`config.mk`:
```
export PLATFORM = sky130hd
export DESIGN_NAME = dmem_request_ctrl
export DESIGN_NICKNAME = d
export VERILOG_FILES = /design/src/rtl/dmem_request_ctrl.sv
export SDC_FILE = /design/constraint.sdc
export NUM_CORES = 1
export LEC_CHECK = 0
export ABC_AREA = 1
export BUFFER_PORTS_ARGS = -buffer_cell sky130_fd_sc_hd__clkbuf_2
export CAP_MARGIN = 0
export CORE_MARGIN = 3
export CORE_UTILIZATION = 30
export DETAILED_ROUTE_END_ITERATION = 10
export PLACE_DENSITY_LB_ADDON = 0.25
export SLEW_MARGIN = 20
export SYNTH_ARGS = -nofsm -noshare
export SYNTH_HDL_FRONTEND = slang
export SYNTH_SLANG_ARGS = --single-unit
```
`constraint.sdc`:
```
create_clock -name CLK -period 4.2 [get_ports CLK]
set_input_delay 0.84 -clock CLK [delete_from_list [all_inputs] [get_ports CLK]]
set_output_delay 0.84 -clock CLK [all_outputs]
set_load 0.005 [all_outputs]
```
`src/rtl/dmem_request_ctrl.sv`:
```
// Data-memory request controller: registers a read/write request and holds it
// until dhit, with halt lockout, flush abort and a wait-state watchdog.
module dmem_request_ctrl #(
    parameter int AW      = 32,
    parameter int DW      = 32,
    parameter int TIMEOUT = 255
) (
    input  logic            CLK,
    input  logic            nRST,
    input  logic            ihit,
    input  logic            dhit,
    input  logic            halt,
    input  logic            flush,
    input  logic            dREN,
    input  logic            dWEN,
    input  logic [AW-1:0]   daddr,
    input  logic [DW-1:0]   dstore,
    input  logic [DW/8-1:0] dbyte_en,
    output logic            dmREN,
    output logic            dmWEN,
    output logic [AW-1:0]   dmaddr,
    output logic [DW-1:0]   dmstore,
    output logic [DW/8-1:0] dmbyte_en,
    output logic            busy,
    output logic            done,
    output logic            derr,
    output logic            halted
);

    localparam int BW = DW / 8;
    localparam int CW = (TIMEOUT > 0) ? $clog2(TIMEOUT + 1) : 1;
    localparam logic [CW-1:0] CNT_MAX  = '1;
    localparam logic [CW-1:0] CNT_LAST = CW'((TIMEOUT > 0) ? TIMEOUT - 1 : 0);

    typedef enum logic [1:0] {
        IDLE,
        READ,
        WRITE,
        HALTED
    } state_e;

    state_e          state_q, state_d;
    logic [CW-1:0]   cnt_q, cnt_d;
    logic [AW-1:0]   addr_q, addr_d;
    logic [DW-1:0]   store_q, store_d;
    logic [BW-1:0]   ben_q, ben_d;
    logic            done_q, done_d;
    logic            derr_q, derr_d;

    always_ff @(posedge CLK or negedge nRST) begin
        if (!nRST) begin
            state_q <= IDLE;
            cnt_q   <= '0;
            addr_q  <= '0;
            store_q <= '0;
            ben_q   <= '0;
            done_q  <= 1'b0;
            derr_q  <= 1'b0;
        end else begin
            state_q <= state_d;
            cnt_q   <= cnt_d;
            addr_q  <= addr_d;
            store_q <= store_d;
            ben_q   <= ben_d;
            done_q  <= done_d;
            derr_q  <= derr_d;
        end
    end

    always_comb begin
        state_d = state_q;
        cnt_d   = cnt_q;
        addr_d  = addr_q;
        store_d = store_q;
        ben_d   = ben_q;
        done_d  = 1'b0;
        derr_d  = 1'b0;
        if (halt) begin
            state_d = HALTED;
        end else begin
            unique case (state_q)
                IDLE: begin
                    if (ihit && dWEN) begin
                        state_d = WRITE;
                        cnt_d   = '0;
                        addr_d  = daddr;
                        store_d = dstore;
                        ben_d   = dbyte_en;
                    end else if (ihit && dREN) begin
                        state_d = READ;
                        cnt_d   = '0;
                        addr_d  = daddr;
                        ben_d   = '1;
                    end
                end
                READ, WRITE: begin
                    if (dhit) begin
                        state_d = IDLE;
                        done_d  = 1'b1;
                    end else if (flush) begin
                        state_d = IDLE;
                    end else if (TIMEOUT != 0 && cnt_q == CNT_LAST) begin
                        state_d = IDLE;
                        derr_d  = 1'b1;
                    end else if (cnt_q != CNT_MAX) begin
                        cnt_d = cnt_q + 1'b1;
                    end
                end
                HALTED: state_d = HALTED;
                default: state_d = IDLE;
            endcase
        end
    end

    assign dmREN     = (state_q == READ);
    assign dmWEN     = (state_q == WRITE);
    assign busy      = dmREN | dmWEN;
    assign halted    = (state_q == HALTED);
    assign dmaddr    = addr_q;
    assign dmstore   = store_q;
    assign dmbyte_en = ben_q;
    assign done      = done_q;
    assign derr      = derr_q;

endmodule

```
-- After elaboration in Yosys (flattened, before gate mapping)
Index checks and enable logic that the tools add are counted.
- register bits: 80
- input bits: 76
- reduce and logical (&&, ||, !) cells: 10
- equal/unequal tests: 12
- multiplexer cells: 26
- add/subtract/negate cells: 1
- bitwise logic cells: 2
- operator list (kind ; count):
    $mux W32 ; 2
    $mux W8 ; 6
    $pmux W8 S2 ; 1
    $mux W2 ; 6
    $add A8 B1 Y8 const B ; 1
    $eq A8 B8 Y1 const B ; 1
    $mux W1 ; 8
    $mux W4 ; 2
    $ne A2 B2 Y1 const B ; 4
    $ne A8 B8 Y1 const B ; 1
    $reduce_and A7 Y1 ; 1
    $pmux W2 S3 ; 1
    $reduce_and A3 Y1 ; 2
    $ne A5 B5 Y1 const B ; 1
    $eq A2 B2 Y1 const B ; 2
    $ne A4 B4 Y1 const B ; 1
    $reduce_bool A2 Y1 ; 2
    $ne A3 B3 Y1 const B ; 1
    $eq A2 B1 Y1 const B ; 1
    $logic_and A1 B1 Y1 ; 2
    $logic_not A2 Y1 ; 1
    $reduce_and A2 Y1 ; 1
    $reduce_or A2 Y1 ; 1
    $not A1 Y1 ; 1
    $or A1 B1 Y1 ; 1

-- Longest topological paths before layout
- depth after elaboration: 6
- gate-level depth with buffers: 10
- depth with buffers taken out: 10

-- Worst setup path before layout
Ideal clock, no wire load.
- path kind: in2reg
- start: in dWEN
- end: reg addr_q[0] (netlist: dmaddr[0])
- library setup time: 0.125 ns
- path buffers: 1
- cell stages on the path: 5
- data arrival time: 1.589 ns
- data required time: 4.075 ns
- slack: 2.486 ns
- cells stage by stage: nand2_2 > nand2_1 > nand2_4 > buf_6 > mux2_4
- word-level cells in the longest chain between the ends: 3
- elaborated cells between the ends (all ways): 4
- those cells by class: 1 x mux; 3 x reduce/logical
- RTL lines (what ; line ; source):
    start, declared ; 15 ; input logic dWEN,
    $logic_and A1 B1 Y1 (*) ; 83 ; if (ihit && dWEN) begin
    $reduce_bool A2 Y1 (no line) ; -- ;
    $reduce_and A3 Y1 (no line) ; -- ;
    end signal, assigned ; 62 ; addr_q <= addr_d;
    end, declared ; 44 ; logic [AW-1:0] addr_q, addr_d;
Mark *: on every way between the ends. The rest lies on a longest branch, timed or not.
A chain may end at the register's enable or synchronous reset.

-- Worst setup path after layout
- start: reg state_q[1]
- end: out busy
- word-level cells in the longest chain between the ends: 2
- elaborated cells between the ends (all ways): 3
- those cells by class: 2 x eq/ne; 1 x bitwise
- RTL lines (what ; line ; source):
    start, declared ; 42 ; state_e state_q, state_d;
    start signal, assigned ; 60 ; state_q <= state_d;
    $eq A2 B1 Y1 or $eq A2 B2 Y1 (tied branches) ; 115, 116 ;
    $or A1 B1 Y1 (*) ; 117 ; assign busy = dmREN | dmWEN;
    end, declared ; 24 ; output logic busy,
Marked as above.

==> metrics.md <==
| Metric | Value |
|---|---|
| Status | `completed` |
| ANT nets after route | `0` |
| Crit Reg-Reg Startpoint | `state_q[1]` |
| Post-Syn Nets | `about 420` |
| Hold_buf cts | `0` |
| Syn avg cell area | `between 10 and 15 µm²` |
| Final instance area | `~0.0047 mm²` |
| CTS root buf | `clkbuf_16` |
| Number of global-route vias before repair | `2731` |
| Critical Path Start Type | `register` |
| H-tree Lvls | `3` |
| Total Routing Usage GR | `12.4%` |
| CP Capture Type | `output port` |
| Pin count of the biggest net entering global routing | `81` |
| Pwr dens | `673 mW/mm²` |
| Final TNS setup | `0 ns` |
| Starting Density | `about a third` |
| Hold Vio Cnt, Final | `0` |
| Area fraction of the dominant cell type after synthesis | `between 50% and 60%` |
| Worst EP required | `3.36 ns` |
| Async S/R FF share, synth | `100%` |
| Num CTS Buffers | `9` |
| Post-layout util | `41.8%` |
| FMAX | `roughly 430 MHz` |
| Fraction of the mapped netlist area in simple logic gates | `a little over a fifth` |
| Slew @ Worst Pin | `between 0.9 and 1 ns` |
| Overall power | `around 3.1 mW` |
| Largest area contributor in the netlist | `dfrtp_1` |
| Row cnt | `38` |
| Arrival time worst endpoint | `roughly 1.5 ns` |
| Iteration-0 DRC Markers | `116` |
| Top-count cell post-synth | `nand2_1` |
| Met1 wire length | `approximately 3900 µm` |
| Post-synth top cells | `nand2_1, dfrtp_1, mux2_4` |
| Drt drc | `0` |
| Compound-Gate Fraction of Synth Area | `2.06%` |
| Clock Skews | `approximately 0.0060 ns` |
| Multiplexer share of the synthesized area | `approximately 14%` |
| Vias | `around 2.7k` |
| First-pass GRT wire length | `around 13000 µm` |
| Post-cts resize count | `0` |
| Core region area | `between 0.01 and 0.015 mm²` |
| Dpl ws | `about 1.7 ns` |
| RSZ-0062 raised after global routing | `no` |
| Post-CTS Setup Bufs | `0` |
| Layout cell share with drive strength beyond 1 | `between 40% and 50%` |
| Synthesis-stage register bit count | `80` |
| Final Max Slew Viols | `0` |
| Unique masters post-synth | `24` |
| Max transition margin | `~36%` |
| Clk_lat worst skew | `between 0.3 and 0.4 ns` |
| Mapped Cells | `between 300 and 400` |
| GP Congestion | `0.789` |
| Wire length on met2 | `around 3700 µm` |
| Remaining global-route overflow | `0` |
| Initial antenna violation count | `0` |
| Fin worst setup slack | `approximately 1.9 ns` |
| Setup crit end | `busy` |
| Worst vdd ir | `approximately 0.31 mV` |
| Bufs on Longest Clock Path | `2` |
| Ys flop type | `dfrtp_1` |
| WL/cell | `roughly 13 µm` |
| R2R Path End | `dmstore[15]` |
| Sequential element share of the synthesized area | `56.8%` |
| Chip Height | `about 110 µm` |
| Crit path from | `state_q[1]` |
| Crit Path Class | `reg2out` |
| Xor and xnor area share after synthesis | `0%` |
| Mapped Area | `0.00353 mm²` |
| Die width | `between 100 and 150 µm` |
| R2R setup slack | `~1.9 ns` |
| Die Area | `0.0131 mm²` |
| DR WL met3 | `546 µm` |
| CTS tree | `done` |
| Top Ports | `150` |
| Max_cap viols | `0` |
| Ant diodes | `0` |
| Synth warnings | `0` |
| Clock slew at reported path FFs | `roughly 0.060 ns` |
| # setup viols final | `0` |
| Post-Synth Adder-Cell Area | `under 10%` |
| Hold Crit Class | `reg2reg` |
| I/O Buffers | `about 150` |
| Crit path max fanout | `9` |
| Post-synth EDFFs | `0` |
| Hold slack | `around 0.48 ns` |
| Clock Sink Count | `80` |
| Combinational family with the most area after synthesis | `simple AND/OR/NAND/NOR gates` |
| Drt total wl | `8200 µm` |
| Lkg Pwr | `about 2.7 nW` |
| Tcrit/Tclk final | `a little under three fifths` |
| Final non-filler cell total | `636` |
| Synth area leaders | `dfrtp_1, nand2_1, mux2_4` |
| Nets | `573` |
| Vias/cell | `about 4.3` |
| Dpl cells | `620` |
| Final HPWL DP | `between 5000 and 6000 µm` |
| FF-to-FF path depth | `9` |
| Top Metal Used | `met4` |
| Dpl cell area | `about 0.0044 mm²` |
| P&R area growth vs syn | `32.5%` |
| Drt pass-1 iters | `4` |
| Tmin final | `between 2 and 2.5 ns` |
layout by cell type, fill, tap and decap left out, drive strengths merged:
cell / count
mux2: 32
nor3: 1
nor2: 25
ha: 6
o21a: 1
nand3: 12
and3: 1
o21ai: 8
inv: 14
nand2: 144
clkbuf: 159
clkinvlp: 1
dfrtp: 80
clkinv: 3
bufinv: 1
nor4: 1
a21oi: 5
buf: 2
power by group:
part | internal [mW] | switching (mW)
Clock | 0.476 | 0.304
Sequential | 1.10 | 0.193
Combinational | 0.582 | 0.491
Total | 2.16 | 0.988
layout make-up:
type / count / area [µm²]
clock buffers: 11 / 243
clock inverters: 5 / 56.3
fillers: 1095 / 6500
inverters: 14 / 52.6
multi-input cells: 236 / 1380
flip-flops and latches: 80 / 2000
well taps: 140 / 175
repair buffers: 150 / 759
sequential cells by signal, indices dropped and copies added, names as in the netlist:
register / count
dmstore: 32
dmaddr: 32
dmbyte_en: 4
derr: 1
state_q: 2
done: 1
cnt_q: 8
cells by family after synthesis:
logic type,Yosys count
and+or+nand+nor,184
DFF,80
muxes,32
buffers and inverters,26
AOI/OAI and AO/OA,14
adders and majority gates,6
critical path, cell delays in order (launching register included):
cell      delay [ns]
dfrtp_1         0.41
inv_1           0.08
ha_1            0.50
clkbuf_2        0.18
metal layers:
metal	track usage, %	vias up
met1	16.7	1253
li1	-	1375
met3	2.70	8
met2	20.0	103
met5	0	-
met4	3.88	0
how the worst min path moves through the flow:
stage                      startpoint           to  slack [ns]  cells past startpoint
after floorplan              cnt_q[7]     cnt_q[7]        0.46                      2
after global placement     dmstore[0]   dmstore[0]        0.47                      2
after detailed placement  dmstore[18]  dmstore[18]        0.47                      2
after CTS                 dmstore[18]  dmstore[18]        0.48                      2
after global routing      dmstore[24]  dmstore[24]        0.50                      2
final                     dmstore[18]  dmstore[18]        0.48                      2
(Power assumes the default switching activity.)
